**src/rtl/mcdp_pkg.sv**
```systemverilog
// Shared encodings for the multi-cycle datapath: opcodes, functs, FSM states, ALU ops.
// Latency: n/a (constants and a pure helper function only).
// Backpressure: n/a.
package mcdp_pkg;

  // Major opcodes, IR[15:12]
  localparam logic [3:0] OP_RTYPE = 4'b0000;
  localparam logic [3:0] OP_ADDI  = 4'b0100;
  localparam logic [3:0] OP_LW    = 4'b0101;
  localparam logic [3:0] OP_SW    = 4'b0110;
  localparam logic [3:0] OP_BEQ   = 4'b0111;
  localparam logic [3:0] OP_BNE   = 4'b1000;
  localparam logic [3:0] OP_J     = 4'b1001;
  localparam logic [3:0] OP_HALT  = 4'b1111;

  // R-type function codes, IR[1:0]
  localparam logic [1:0] FN_ADD = 2'b00;
  localparam logic [1:0] FN_SUB = 2'b01;
  localparam logic [1:0] FN_AND = 2'b10;
  localparam logic [1:0] FN_OR  = 2'b11;

  typedef enum logic [2:0] {
    FETCH  = 3'd0,
    DECODE = 3'd1,
    EXEC   = 3'd2,
    MEM    = 3'd3,
    WB     = 3'd4,
    HALTED = 3'd5
  } state_e;

  typedef enum logic [1:0] {
    ALU_ADD = 2'b00,
    ALU_SUB = 2'b01,
    ALU_AND = 2'b10,
    ALU_OR  = 2'b11
  } alu_op_e;

  // Map an R-type funct field onto the ALU operation it selects.
  function automatic alu_op_e funct_to_alu_op(input logic [1:0] funct);
    alu_op_e op;
    case (funct)
      FN_SUB:  op = ALU_SUB;
      FN_AND:  op = ALU_AND;
      FN_OR:   op = ALU_OR;
      default: op = ALU_ADD;
    endcase
    return op;
  endfunction

endpackage

```
**src/rtl/mcdp_alu.sv**
```systemverilog
// Combinational ALU: ADD/SUB/AND/OR on DATA_W operands plus an a==b compare for branches.
// Latency: 0 cycles (purely combinational).
// Backpressure: none; result follows the inputs.
module mcdp_alu
  import mcdp_pkg::*;
#(
  parameter int DATA_W = 16
) (
  input  logic [DATA_W-1:0] a,
  input  logic [DATA_W-1:0] b,
  input  alu_op_e           op,
  output logic [DATA_W-1:0] y,
  output logic              eq
);

  // Select the arithmetic/logic result; arithmetic wraps at DATA_W bits.
  always_comb begin
    y = '0;
    case (op)
      ALU_ADD: y = a + b;
      ALU_SUB: y = a - b;
      ALU_AND: y = a & b;
      ALU_OR:  y = a | b;
      default: y = '0;
    endcase
  end

  assign eq = (a == b);

endmodule

```
**src/rtl/mcdp_multicycle_datapath.sv**
```systemverilog
// Multi-cycle datapath with internal FSM controller and one shared memory port; MCDP_JUMP_EN builds J.
// Latency: 2 (illegal) to 5 (LW) cycles per instruction, plus one cycle per memory wait cycle.
// Backpressure: mem_req/we/addr/wdata come from state registers and hold until mem_ready completes.
module mcdp_multicycle_datapath
  import mcdp_pkg::*;
#(
  parameter int          DATA_W   = 16,
  parameter int          ADDR_W   = 16,
  parameter int unsigned PC_RESET = 10
) (
  input  logic              Clock,
  input  logic              Resetn,
  output logic              mem_req,
  output logic              mem_we,
  output logic [ADDR_W-1:0] mem_addr,
  output logic [DATA_W-1:0] mem_wdata,
  input  logic              mem_ready,
  input  logic [DATA_W-1:0] mem_rdata,
  output logic              halted,
  output logic              illegal,
  output logic [ADDR_W-1:0] pc,
  output logic [3:0]        opcode
);

  localparam logic [ADDR_W-1:0] PC_INIT = ADDR_W'(PC_RESET);

  state_e              state_q, state_d;
  logic [ADDR_W-1:0]   pc_q;
  logic [15:0]         ir_q;
  logic [DATA_W-1:0]   a_q, b_q, alu_out_q, mdr_q;
  logic [DATA_W-1:0]   regs_q [4];
  logic                halted_q, illegal_q;
  // Low for the reset cycles so mem_req drops on the reset edge, high from the first edge after release.
  logic                run_q;

  // Instruction fields
  logic [3:0]          ir_op;
  logic [1:0]          rs, rt, rd, funct;
  logic [DATA_W-1:0]   imm_ext;
  logic [ADDR_W-1:0]   br_off, pc_plus2, br_tgt, eff_addr;
  logic                op_legal;

  // ALU hookup
  logic [DATA_W-1:0]   alu_b, alu_y;
  alu_op_e             alu_op;
  logic                alu_eq;
  logic                acc_done;
  logic [1:0]          wb_dst;
  logic [DATA_W-1:0]   wb_data;

  assign ir_op    = ir_q[15:12];
  assign rs       = ir_q[11:10];
  assign rt       = ir_q[9:8];
  assign rd       = ir_q[7:6];
  assign funct    = ir_q[1:0];
  assign imm_ext  = {{(DATA_W-8){ir_q[7]}}, ir_q[7:0]};
  assign br_off   = {{(ADDR_W-9){ir_q[7]}}, ir_q[7:0], 1'b0};
  assign pc_plus2 = pc_q + ADDR_W'(2);
  // pc_q already holds PC+2 of the branch when EXEC runs.
  assign br_tgt   = pc_q + br_off;
  assign eff_addr = ADDR_W'(alu_out_q);

  assign wb_dst   = (ir_op == OP_RTYPE) ? rd : rt;
  assign wb_data  = (ir_op == OP_LW) ? mdr_q : alu_out_q;

  // Decide which opcodes the core executes; anything else flags illegal and acts as a NOP.
  always_comb begin
    op_legal = 1'b0;
    case (ir_op)
      OP_RTYPE, OP_ADDI, OP_LW, OP_SW,
      OP_BEQ, OP_BNE, OP_HALT: op_legal = 1'b1;
`ifdef MCDP_JUMP_EN
      OP_J:                    op_legal = 1'b1;
`endif
      default:                 op_legal = 1'b0;
    endcase
  end

`ifdef MCDP_JUMP_EN
  logic [ADDR_W-1:0] jmp_tgt;
  // Keep the region bits of PC+2 above bit 12, replace the rest with the word offset from IR.
  assign jmp_tgt = (pc_q & ~ADDR_W'(13'h1FFF)) | ADDR_W'({ir_q[11:0], 1'b0});
`endif

  // Branches compare rs/rt, R-type uses rt, everything else adds the immediate.
  assign alu_b  = (ir_op == OP_RTYPE || ir_op == OP_BEQ || ir_op == OP_BNE) ? b_q : imm_ext;
  assign alu_op = (ir_op == OP_RTYPE) ? funct_to_alu_op(funct) : ALU_ADD;

  mcdp_alu #(
    .DATA_W (DATA_W)
  ) u_alu (
    .a  (a_q),
    .b  (alu_b),
    .op (alu_op),
    .y  (alu_y),
    .eq (alu_eq)
  );

  assign acc_done = mem_req & mem_ready;

  // FSM state register.
  always_ff @(posedge Clock) begin
    if (!Resetn) state_q <= FETCH;
    else         state_q <= state_d;
  end

  // Next state and memory port drive, derived only from state and registers (never from mem_ready).
  always_comb begin
    state_d   = state_q;
    mem_req   = 1'b0;
    mem_we    = 1'b0;
    mem_addr  = pc_q;
    mem_wdata = '0;
    case (state_q)
      FETCH: begin
        mem_req = run_q;
        if (run_q && mem_ready) state_d = DECODE;
      end
      DECODE: begin
        if (!op_legal)              state_d = FETCH;
        else if (ir_op == OP_HALT)  state_d = HALTED;
        else                        state_d = EXEC;
      end
      EXEC: begin
        if (ir_op == OP_LW || ir_op == OP_SW)           state_d = MEM;
        else if (ir_op == OP_RTYPE || ir_op == OP_ADDI) state_d = WB;
        else                                            state_d = FETCH;
      end
      MEM: begin
        mem_req  = run_q;
        mem_addr = eff_addr;
        if (ir_op == OP_SW) begin
          mem_we    = 1'b1;
          mem_wdata = b_q;
        end
        if (run_q && mem_ready) state_d = (ir_op == OP_SW) ? FETCH : WB;
      end
      WB:      state_d = FETCH;
      HALTED:  state_d = HALTED;
      default: state_d = FETCH;
    endcase
  end

  // Datapath registers: IR/PC on fetch, operands on decode, ALU result and PC redirect on exec, MDR, writeback.
  always_ff @(posedge Clock) begin
    if (!Resetn) begin
      pc_q      <= PC_INIT;
      ir_q      <= '0;
      a_q       <= '0;
      b_q       <= '0;
      alu_out_q <= '0;
      mdr_q     <= '0;
      halted_q  <= 1'b0;
      illegal_q <= 1'b0;
      run_q     <= 1'b0;
      for (int i = 0; i < 4; i++) regs_q[i] <= '0;
    end else begin
      run_q <= 1'b1;
      case (state_q)
        FETCH: begin
          if (acc_done) begin
            ir_q <= mem_rdata[15:0];
            pc_q <= pc_plus2;
          end
        end
        DECODE: begin
          a_q <= regs_q[rs];
          b_q <= regs_q[rt];
          if (!op_legal)             illegal_q <= 1'b1;
          else if (ir_op == OP_HALT) halted_q  <= 1'b1;
        end
        EXEC: begin
          alu_out_q <= alu_y;
          if ((ir_op == OP_BEQ && alu_eq) || (ir_op == OP_BNE && !alu_eq)) pc_q <= br_tgt;
`ifdef MCDP_JUMP_EN
          if (ir_op == OP_J) pc_q <= jmp_tgt;
`endif
        end
        MEM: begin
          if (acc_done && ir_op == OP_LW) mdr_q <= mem_rdata;
        end
        WB: begin
          regs_q[wb_dst] <= wb_data;
        end
        default: ;
      endcase
    end
  end

  assign halted  = halted_q;
  assign illegal = illegal_q;
  assign pc      = pc_q;
  assign opcode  = ir_q[15:12];

endmodule

```
**config.mk**
```make
export PLATFORM = sky130hd
export DESIGN_NAME = mcdp_multicycle_datapath
export DESIGN_NICKNAME = d
export VERILOG_FILES = /design/src/rtl/mcdp_pkg.sv /design/src/rtl/mcdp_alu.sv /design/src/rtl/mcdp_multicycle_datapath.sv
export SDC_FILE = /design/constraint.sdc
export NUM_CORES = 1
export LEC_CHECK = 0
export CORE_AREA = 10 10 173 175
export CTS_BUF_LIST = sky130_fd_sc_hd__clkbuf_4
export DETAILED_ROUTE_END_ITERATION = 12
export DIE_AREA = 0 0 183 185
export GPL_TIMING_DRIVEN = 0
export PLACE_DENSITY_LB_ADDON = 0.25
export SYNTH_ARGS = -nofsm -noshare
export SYNTH_HDL_FRONTEND = slang
export SYNTH_SLANG_ARGS = --single-unit
```
**constraint.sdc**
```tcl
create_clock -name Clock -period 4.7 [get_ports Clock]
set_input_delay 1.41 -clock Clock [delete_from_list [all_inputs] [get_ports Clock]]
set_output_delay 1.41 -clock Clock [all_outputs]
set_load 0.01 [all_outputs]
```
==> results of run 1 <==
[cell families (layout without fill, tap and decap cells)]
| group | after synthesis | in the layout |
|---|---|---|
| and+or+nand+nor | 493 | 493 |
| AOI/OAI and AO/OA | 260 | 260 |
| DFF | 165 | 165 |
| buffers and inverters | 142 | 249 |
| adders and majority gates | 64 | 64 |
| muxes | 61 | 61 |
| xor gates and xnor gates | 17 | 17 |
| other | 1 | 2 |
[worst min path at each step]
stage / depth (start not counted) / to / slack (ns) / startpoint
floorplan: 2 / alu_out_q[0] / 0.43 / alu_out_q[0]
global placement: 2 / alu_out_q[0] / 0.44 / alu_out_q[0]
detailed placement: 2 / alu_out_q[0] / 0.45 / alu_out_q[0]
CTS: 2 / alu_out_q[0] / 0.46 / alu_out_q[0]
global route: 2 / mdr_q[10] / 0.48 / mdr_q[10]
finish: 2 / alu_out_q[0] / 0.47 / alu_out_q[0]
[per-layer routing]
layer,vias to the layer above,global-route usage (%)
met1,4543,25.8
met3,35,2.98
met4,0,5.93
met5,-,0
met2,330,34.2
li1,4423,-
[registers in the layout (all words and copies together), names as in the netlist]
signal / cells
halted: 1
mdr_q: 16
regs_q: 64
pc: 15
illegal: 1
alu_out_q: 16
a_q: 16
ir_q: 16
b_q: 16
run_q: 1
state_q: 3
[layout by cell type (no fill, tap or decap), types with 6 or more instances in the layout]
cell type / synthesis / routed
a31oi_1: 8 / 8
nor2_1: 118 / 117
o211ai_1: 7 / 7
clkbuf_1: 61 / 58
o221ai_1: 8 / 8
o21ai_0: 26 / 25
nand3_1: 19 / 18
nand2b_1: 13 / 13
nand2_1: 246 / 246
o22ai_1: 8 / 8
xnor2_1: 12 / 12
mux2_2: 21 / 21
buf_4: 5 / 6
and3_1: 8 / 8
a211oi_1: 9 / 9
clkdlybuf4s50_1: 0 / 73
inv_1: 65 / 65
edfxtp_1: 64 / 64
nor3_1: 20 / 17
a21oi_1: 109 / 109
inv_8: 0 / 7
or3_1: 12 / 12
ha_1: 61 / 61
a221o_1: 6 / 6
mux2i_1: 7 / 7
mux4_2: 32 / 32
o31ai_1: 7 / 7
a21o_1: 20 / 20
and2_1: 22 / 22
buf_2: 9 / 9
nor2b_1: 8 / 8
clkbuf_4: 0 / 17
dfxtp_1: 101 / 101
[cell type report]
class,count,area [um^2],area share (%)
multi-input combinational,896,5920,49.5
sequential,165,3940,33.0
timing repair buffer,75,753,6.30
tap,341,427,3.57
buffer,77,323,2.70
inverter,65,244,2.04
clock inverter,15,220,1.84
clock buffer,17,128,1.07
antenna,1,2.50,0.0209
[tightest hold or removal path, delay by kind of cell (launching register included)]
family             cells  cell delay (ns)
AOI/OAI and AO/OA      1             0.05
DFF                    1             0.35
and+or+nand+nor        1             0.05
[power by group through the flow]
stage	clock network, mW	registers (mW)	logic [mW]
2_1_floorplan	0	1.58	0.340
3_3_place_gp	0	1.59	0.504
3_5_place_dp	0	1.59	0.508
4_1_cts	1.03	1.56	0.512
5_1_grt	1.08	1.57	0.564
6_report	1.01	1.56	0.519
[what timing repair did]
action                     4_1_cts  5_1_grt
setup buffers                    0        1
setup endpoints to repair       39       31
resized for setup                5       10
pin swaps                        0        1
hold buffers                     0        0
[synth_stat cells, types with 5 or more instances]
master	instances	area [um^2]
clkbuf_1	61	229
and3_1	8	50.1
o211ai_1	7	52.6
mux2_2	21	236
mux2i_1	7	70.1
a211oi_1	9	67.6
o22ai_1	8	50.1
mux4_2	32	721
dfxtp_1	101	2020
o21ai_0	26	130
a31oi_1	8	50.1
nand2_1	246	923
o2111ai_1	5	43.8
buf_2	9	45.0
a21oi_1	109	546
nand3_1	19	95.1
inv_1	65	244
nor2_1	118	443
o21bai_1	5	37.5
nor2b_1	8	50.1
nand2b_1	13	81.3
or3_1	12	75.1
ha_1	61	763
nor4_1	5	31.3
o31ai_1	7	52.6
xor2_1	5	43.8
a221o_1	6	60.1
nor3_1	20	100
edfxtp_1	64	1920
and2_1	22	138
buf_4	5	37.5
a21o_1	20	150
o221ai_1	8	70.1
xnor2_1	12	105
[through the flow]
step / hold WS (ns) / instances
after CTS: 0.464 / 1650
final: 0.466 / 1652
after detailed placement: 0.445 / 1618
after global routing: 0.484 / 1652
after floorplan: 0.432 / 1203
after global placement: 0.440 / 1617
==> reports/qor.csv, run 1 <==
metric,value,unit
Metal-1 WL,15.0,mm
final antenna-violating net count,0,
Clock Skew,0.0364,ns
core area,0.0266,mm^2
share of post-route cells with drive strength above 1,9.92,%
r2r setup slk,0.20,ns
crit path from,ir_q[0],
final setup TNS,0,ns
sequential-to-total area share from yosys stat,38.0,%
Fmax achieved,222,MHz
CP max FO,10,
r2r startpoint,ir_q[0],
Power Internal,2.09,mW
Fin. Hold Viols,0,
worst vdd ir,0.000206,V
Max H-tree Level,4,
clk sinks,165,
"EDFF count, synth",64,
Worst Path Arrival,5.01,ns
Top Family by Delay on Critical Path,compound AO/OA/AOI/OAI gates,
Initial Util,39.0,%
fin. max-slew vios,0,
Remaining DRCs,0,
TritonCTS clock tree,built,
Ports,75,
Cell Pwr Density,258,mW/mm^2
max_slew headroom,28.6,%
top routing layer used,met4,
die area,0.0339,mm^2
number of DRC markers in iteration 0,841,
final instance area,0.0120,mm^2
CP Cell Sequence,clkbuf_1 -> clkbuf_1 -> buf_1 -> mux2_2 -> ha_1 -> fa_1 -> o21bai_1 -> a2111oi_2 -> nor4_1 -> a221o_1 -> o221ai_1 -> mux2i_1 -> o221a_2,
XOR/XNOR Fraction of Synth Area,1.43,%
pre-CTS setup slack,-0.272,ns
Tcrit/Tclk final,95.8,%
gr usage total,20.1,%
maximum capacitance violations,0,
FP Rows,60,
"Avg Cell Area, Syn",8.63,um^2
R2R depth,13,
Area Overhead vs Synth,15.3,%
main combinational cell family by area after synthesis,simple AND/OR/NAND/NOR gates,
WP depth,13,
Leak,4.52,nW
Ys Warns,0,
RR Endpoint,alu_out_q[14],
Synthesized Nets,1286,
DRT Wirelength,34.2,mm
Port Buf Inserts,73,
Clk pwr share,32.6,%
Crit. End Element,flop,
CP bufs+invs,3,
die width,183,um
WL met3,2.03,mm
number of synthesized register bits,165,
# setup viols final,0,
mux cell area share after synthesis,10.0,%
Synth Flop Type,dfxtp_1,
cells after synthesis,1203,
unique cell type count in the Yosys netlist,69,
GPL Wtd Cong,0.954,
Hold Crit Class,reg2reg,
cell mode on critical path,clkbuf_1,
CP Launch Type,flop,
first-pass GRT wire length,52.8,mm
clock slew at reported path FFs,0.17,ns
part of the power in registers,50.6,%
Layout Nets,1380,
First-pass DRT Iterations,8,
largest net degree at the start of global routing,20,
initial antenna violation count,1,
post-synthesis cell area,0.0104,mm^2
critical path class,reg2reg,
post-route setup slack,0.198,ns
Psw,1000,uW
WL per Instance,20.7,um
placed cell areas,0.0116,mm^2
post-detail-place hpwl,26.9,mm
CP Capture Point,alu_out_q[14],
overall power,3.09,mW
clock buffer count from CTS,17,
Synth async-reset ratio,0,%
worst skew pair latency,0.59,ns
Die H,185,um
clk buf depth,2,
status,"complete, no violations",
adder-cell share of the synthesized area,7.93,%
vias,9331,
Net Sw Frac,32.4,%
final core utilization,45.0,%
crit-path max cell delay,0.56,ns
met2 WL,16.4,mm
Avg Vias per Cell,5.65,
minimum clock period,4.50,ns
logic gate share of total power,16.8,%
post-synthesis compound-gate area fraction,16.2,%
clk root buf,clkbuf_4,
CP required,5.21,ns
grt ovf,0,
Slowest cell on crit path,buf_1,
Post-Synth Simple-Gate Area,20.9,%
FILL cells,2708,
vias in the first global route,9073,
Slew @ Worst Pin,1.06,ns
(Power assumes the default switching activity.)
==> run 2, diff against run 1 <==
--- a/config.mk
+++ b/config.mk
@@ -9,7 +9,6 @@
 export CTS_BUF_LIST = sky130_fd_sc_hd__clkbuf_4
 export DETAILED_ROUTE_END_ITERATION = 12
 export DIE_AREA = 0 0 183 185
-export GPL_TIMING_DRIVEN = 0
 export PLACE_DENSITY_LB_ADDON = 0.25
 export SYNTH_ARGS = -nofsm -noshare
 export SYNTH_HDL_FRONTEND = slang
==> run 2 against run 1 <==
Combinational power is 6.6% lower. Non-clock buffer count shrank 50. Hold slack got worse by 0.0011 ns. Critical endpoint is now pc[4]. Register-to-register slack improved by 0.27 ns.
==> reports/qor.csv, run 2 (synthesis gave the netlist of run 1 again) <==
metric,value,unit,change
vias in the first global route,8859,,-2.4%
fin. max-slew vios,0,,unchanged
gr usage total,19.2,%,-0.88 points
share of post-route cells with drive strength above 1,10.7,%,+0.79 points
final setup TNS,0,ns,unchanged
Max H-tree Level,4,,unchanged
Ports,75,,unchanged
post_cts resized,0,,-5
Crit. End Element,flop,,
post-detail-place hpwl,24.1,mm,-10%
"commonest non-fill, non-tap cells in the layout","246 x nand2_1, 117 x nor2_1, 109 x a21oi_1, 101 x dfxtp_1, 73 x clkdlybuf4s50_1",,
first-pass GRT wire length,50.6,mm,-4.2%
Slew @ Worst Pin,1.16,ns,+0.104 ns
"commonest non-fill, non-tap cell in the layout",nand2_1,,
Die H,185,um,unchanged
Cell Pwr Density,251,mW/mm^2,-2.6%
Largest register FFs,64,,unchanged
First-pass DRT Iterations,5,,-3
Hold Crit Class,reg2reg,,
Remaining DRCs,0,,unchanged
grt ovf,0,,unchanged
Fin. Hold Viols,0,,unchanged
Port Buf Inserts,73,,unchanged
Area Overhead vs Synth,13.2,%,
final antenna-violating net count,0,,unchanged
RSZ-0062 raised after global routing,false,,
final core utilization,44.2,%,-0.82 points
CP required,5.23,ns,+0.02 ns
max_slew headroom,22.2,%,-6.4 points
initial antenna violation count,2,,+1
crit-path max cell delay,0.63,ns,+0.07 ns
overall power,2.95,mW,-4.4%
clock slew at reported path FFs,0.17,ns,about the same
clk buf depth,2,,unchanged
cts hold-fix bufs,0,,unchanged
DRT Wirelength,32.5,mm,-5.1%
TritonCTS clock tree,built,,
CP Cell Sequence,nor3_1 -> buf_4 -> o21bai_1 -> nor2_1 -> a21o_1 -> inv_1 -> ha_1 -> nor4b_1 -> nand3_1 -> nor2_1 -> mux2_4 -> and2_4 -> or3_1 -> a21oi_1,,
core area,0.0266,mm^2,unchanged
minimum clock period,4.23,ns,-0.269 ns
critical path class,reg2reg,,
worst skew pair latency,0.60,ns,about the same
clk root buf,clkbuf_4,,
largest net degree at the start of global routing,85,,+330%
die width,183,um,unchanged
cell mode on critical path,nor2_1,,
clk sinks,165,,unchanged
# setup viols final,0,,unchanged
vias,8865,,-5.0%
CP Launch Type,flop,,
maximum capacitance violations,0,,unchanged
Post-CTS Setup Inserts,0,,unchanged
FP Rows,60,,unchanged
Slowest cell on crit path,dfxtp_1,,
worst vdd ir,0.000124,V,-40%
Initial Util,39.0,%,unchanged
GPL Wtd Cong,0.931,,-2.4%
status,"complete, no violations",,
die area,0.0339,mm^2,unchanged
WL per Instance,20.3,um,-2.1%
Clock Skew,0.0263,ns,-0.0101 ns
Reg with most FFs,regs_q,,
Tcrit/Tclk final,90.1,%,-5.7 points
Leak,4.47,nW,-1.2%
Min Hold Slack,0.465,ns,-0.00114 ns
number of DRC markers in iteration 0,735,,-13%
Avg Vias per Cell,5.53,,-2.0%
CP bufs+invs,2,,-1
Layout Nets,1330,,-3.6%
clock buffer count from CTS,17,,unchanged
CP max FO,12,,+2
Fmax achieved,236,MHz,+6.4%
Top Family by Delay on Critical Path,simple AND/OR/NAND/NOR gates,,
Worst Path Arrival,4.76,ns,-0.25 ns
[run 2: cell types whose count changed in the layout (fill, tap and decap cells not counted), sizes merged]
cell,before,now
clkinv,3,4
buf,18,29
inv,74,76
bufinv,2,0
clkbuf,78,17
clkinvlp,1,0
[run 2: worst paths after layout]
path	start	cells past startpoint	slack, ns	end
setup / recovery	ir_q[12]	14	0.47	pc[4]
hold / removal	alu_out_q[0]	2	0.47	alu_out_q[0]
setup reg to reg	ir_q[12]	14	0.47	pc[4]
hold reg to reg	alu_out_q[0]	2	0.47	alu_out_q[0]
[run 2: layer usage]
| metal | GRT usage [%] | up-vias | wire length, um |
|---|---|---|---|
| li1 | - | 4306 | - |
| met1 | 23.7 | 4250 | 13900 |
| met2 | 33.2 | 263 | 15800 |
| met3 | 3.12 | 44 | 1920 |
| met4 | 6.79 | 2 | 753 |
| met5 | 0 | - | 13 |
[run 2: layout make-up]
| type | instances | area, um^2 |
|---|---|---|
| inverter | 65 | 244 |
| multi-input combinational | 896 | 5880 |
| clock buffer | 17 | 128 |
| antenna | 1 | 2.50 |
| fill | 2688 | 14800 |
| sequential | 165 | 3940 |
| clock inverter | 15 | 169 |
| tap | 341 | 427 |
| timing repair buffer | 102 | 948 |
[run 2: power breakdown]
part | internal (mW) | switching (mW)
clock | 0.255 | 0.636
sequential | 1.52 | 0.0513
combinational | 0.199 | 0.286
total | 1.98 | 0.973
[run 2: through the flow]
stage	cell area, um^2	setup slack, ns	cells
6_report	11700	0.467	1602
5_1_grt	11700	0.125	1602
4_1_cts	11700	0.411	1601
3_5_place_dp	11400	0.454	1569
3_3_place_gp	11400	0.540	1569
2_1_floorplan	10400	0.832	1203
[run 2: worst min-delay path, cell delays in order (launching register included)]
cell and delay (ns):
dfxtp_1 0.34, nand2_1 0.05, a21oi_1 0.05
==> run 3, diff against run 2 <==
--- a/config.mk
+++ b/config.mk
@@ -5,11 +5,11 @@
 export SDC_FILE = /design/constraint.sdc
 export NUM_CORES = 1
 export LEC_CHECK = 0
-export CORE_AREA = 10 10 173 175
+export CORE_AREA = 2 2 165 167
 export CTS_BUF_LIST = sky130_fd_sc_hd__clkbuf_4
 export DETAILED_ROUTE_END_ITERATION = 12
-export DIE_AREA = 0 0 183 185
-export PLACE_DENSITY_LB_ADDON = 0.25
+export DIE_AREA = 0 0 167 169
+export PLACE_DENSITY = 0.63
 export SYNTH_ARGS = -nofsm -noshare
 export SYNTH_HDL_FRONTEND = slang
 export SYNTH_SLANG_ARGS = --single-unit
==> run 3 against run 2 <==
Worst setup slack gained 0.047 ns. Combinational power shrank 1%. Register-to-register slack gained 0.05 ns. Wire length shrank 4.0%. Critical path depth grew 1. Critical path type unchanged. Critical endpoint is now pc[11]. Largest cell class unchanged.
==> reports/qor.csv, run 3 (synthesis gave the netlist of run 1 again) <==
metric,value,unit,change
first-pass GRT wire length,48.6,mm,-3.9%
Avg Vias per Cell,5.57,,+0.66%
Largest register FFs,64,,unchanged
CP Launch Type,flop,,
minimum clock period,4.19,ns,-0.0475 ns
"commonest non-fill, non-tap cells in the layout","246 x nand2_1, 116 x nor2_1, 109 x a21oi_1, 101 x dfxtp_1, 73 x clkdlybuf4s50_1",,
clock buffer count from CTS,17,,unchanged
placed cell areas,0.0114,mm^2,-0.13%
gr usage total,22.2,%,+2.9 points
Cell Pwr Density,256,mW/mm^2,+1.8%
Slowest cell on crit path,dfxtp_1,,
WL per Instance,19.5,um,-3.8%
CP Cell Sequence,nor3_1 -> buf_4 -> o21bai_1 -> buf_4 -> nor2_2 -> a21o_1 -> inv_1 -> ha_1 -> nor3_1 -> nand3_1 -> nor2_1 -> mux2_4 -> nand2_1 -> nand2_1 -> o22ai_1,,
clk buf depth,2,,unchanged
Min Hold Slack,0.467,ns,+0.00172 ns
post-detail-place hpwl,22.9,mm,-4.9%
"commonest non-fill, non-tap cell in the layout",nand2_1,,
GPL Wtd Cong,0.914,,-1.8%
clk root buf,clkbuf_4,,
Remaining DRCs,0,,unchanged
clk sinks,165,,unchanged
Clock Skew,0.0250,ns,-0.00130 ns
RSZ-0062 raised after global routing,false,,
status,"complete, no violations",,
Port Buf Inserts,73,,unchanged
number of DRC markers in iteration 0,808,,+9.9%
Hold Crit Class,reg2reg,,
First-pass DRT Iterations,6,,+1
overall power,3.01,mW,+1.9%
Die H,169,um,-8.6%
FP Rows,60,,unchanged
critical path class,reg2reg,,
Area Overhead vs Synth,13.4,%,
final antenna-violating net count,0,,unchanged
maximum capacitance violations,0,,unchanged
worst skew pair latency,0.60,ns,about the same
initial antenna violation count,1,,-1
FILL cells,2629,,-2.2%
Multi-input gate area,0.00589,mm^2,about the same
max_slew headroom,21.1,%,-1.1 points
Leak,4.47,nW,about the same
# setup viols final,0,,unchanged
Ports,75,,unchanged
Worst Path Arrival,4.70,ns,-0.06 ns
vias,8912,,+0.53%
fin. max-slew vios,0,,unchanged
R2R depth,15,,+1
pre-CTS setup slack,0.382,ns,-0.0717 ns
post-route setup slack,0.514,ns,+0.0475 ns
Fmax achieved,239,MHz,+1.1%
WP depth,15,,+1
storage element area,0.00394,mm^2,unchanged
Slew @ Worst Pin,1.18,ns,+0.0176 ns
die width,167,um,-8.7%
grt ovf,0,,unchanged
Tcrit/Tclk final,89.1,%,-1.0 points
final instance area,0.0118,mm^2,+0.15%
DRT Wirelength,31.2,mm,-4.0%
Crit. End Element,flop,,
CP bufs+invs,3,,+1
TritonCTS clock tree,built,,
Initial Util,39.2,%,+0.11 points
core area,0.0265,mm^2,-0.28%
crit-path max cell delay,0.64,ns,about the same
die area,0.0282,mm^2,-17%
Hold Path Stages,2,,unchanged
Max H-tree Level,4,,unchanged
Fin. Hold Viols,0,,unchanged
Reg with most FFs,regs_q,,
clock slew at reported path FFs,0.15,ns,-0.02 ns
largest net degree at the start of global routing,85,,unchanged
Layout Nets,1328,,-0.15%
final setup TNS,0,ns,unchanged
Top Family by Delay on Critical Path,simple AND/OR/NAND/NOR gates,,
worst vdd ir,0.000157,V,+27%
share of post-route cells with drive strength above 1,10.7,%,-0.062 points
cts hold-fix bufs,0,,unchanged
CP max FO,18,,+6
vias in the first global route,8519,,-3.8%
CP required,5.21,ns,-0.02 ns
[run 3: report_power, final]
part / internal (mW) / switching [mW] / total, mW
registers: 1.52 / 0.0505 / 1.57
clock network: 0.347 / 0.609 / 0.956
logic: 0.198 / 0.280 / 0.478
total: 2.07 / 0.939 / 3.01
[run 3: tightest hold or removal path, stage by stage, from the launching register on]
cell and delay, ns:
dfxtp_1 0.34, nand2_1 0.05, a21oi_1 0.05
[run 3: cell type report]
| type | instances | area share [%] |
|---|---|---|
| multi-input combinational | 896 | 50.0 |
| inverter | 65 | 2.07 |
| tap | 341 | 3.63 |
| clock inverter | 15 | 1.69 |
| antenna | 1 | 0.0213 |
| sequential | 165 | 33.5 |
| clock buffer | 17 | 1.08 |
| timing repair buffer | 100 | 7.93 |
[run 3: metal layers]
layer  wire, um  track usage (%)  vias to the layer above  part of all wire, %
met1      13900             29.8                     4275                   45
li1           -                -                     4309                    -
met3       1940             4.07                       35                  6.2
met5          0                0                        -                    0
met2      14700             36.6                      293                   47
met4        620             6.52                        0                  2.0
[run 3: stage by stage]
step,instances,utilization (%)
global route,1600,44.4
finish,1600,44.4
global placement,1567,43.1
CTS,1599,44.4
detailed placement,1567,43.1
floorplan,1203,-
[run 3: timing repair]
item	in CTS	in global routing
buffers inserted	0	0
hold endpoints to repair	0	0
resized for setup	0	1
setup endpoints to repair	0	1
[run 3: final timing paths]
| kind | slack (ns) | from | endpoint |
|---|---|---|---|
| worst max-delay path | 0.51 | ir_q[12] | pc[11] |
| worst min-delay path | 0.47 | alu_out_q[0] | alu_out_q[0] |
| worst max register to register | 0.51 | ir_q[12] | pc[11] |
| worst min register to register | 0.47 | alu_out_q[0] | alu_out_q[0] |
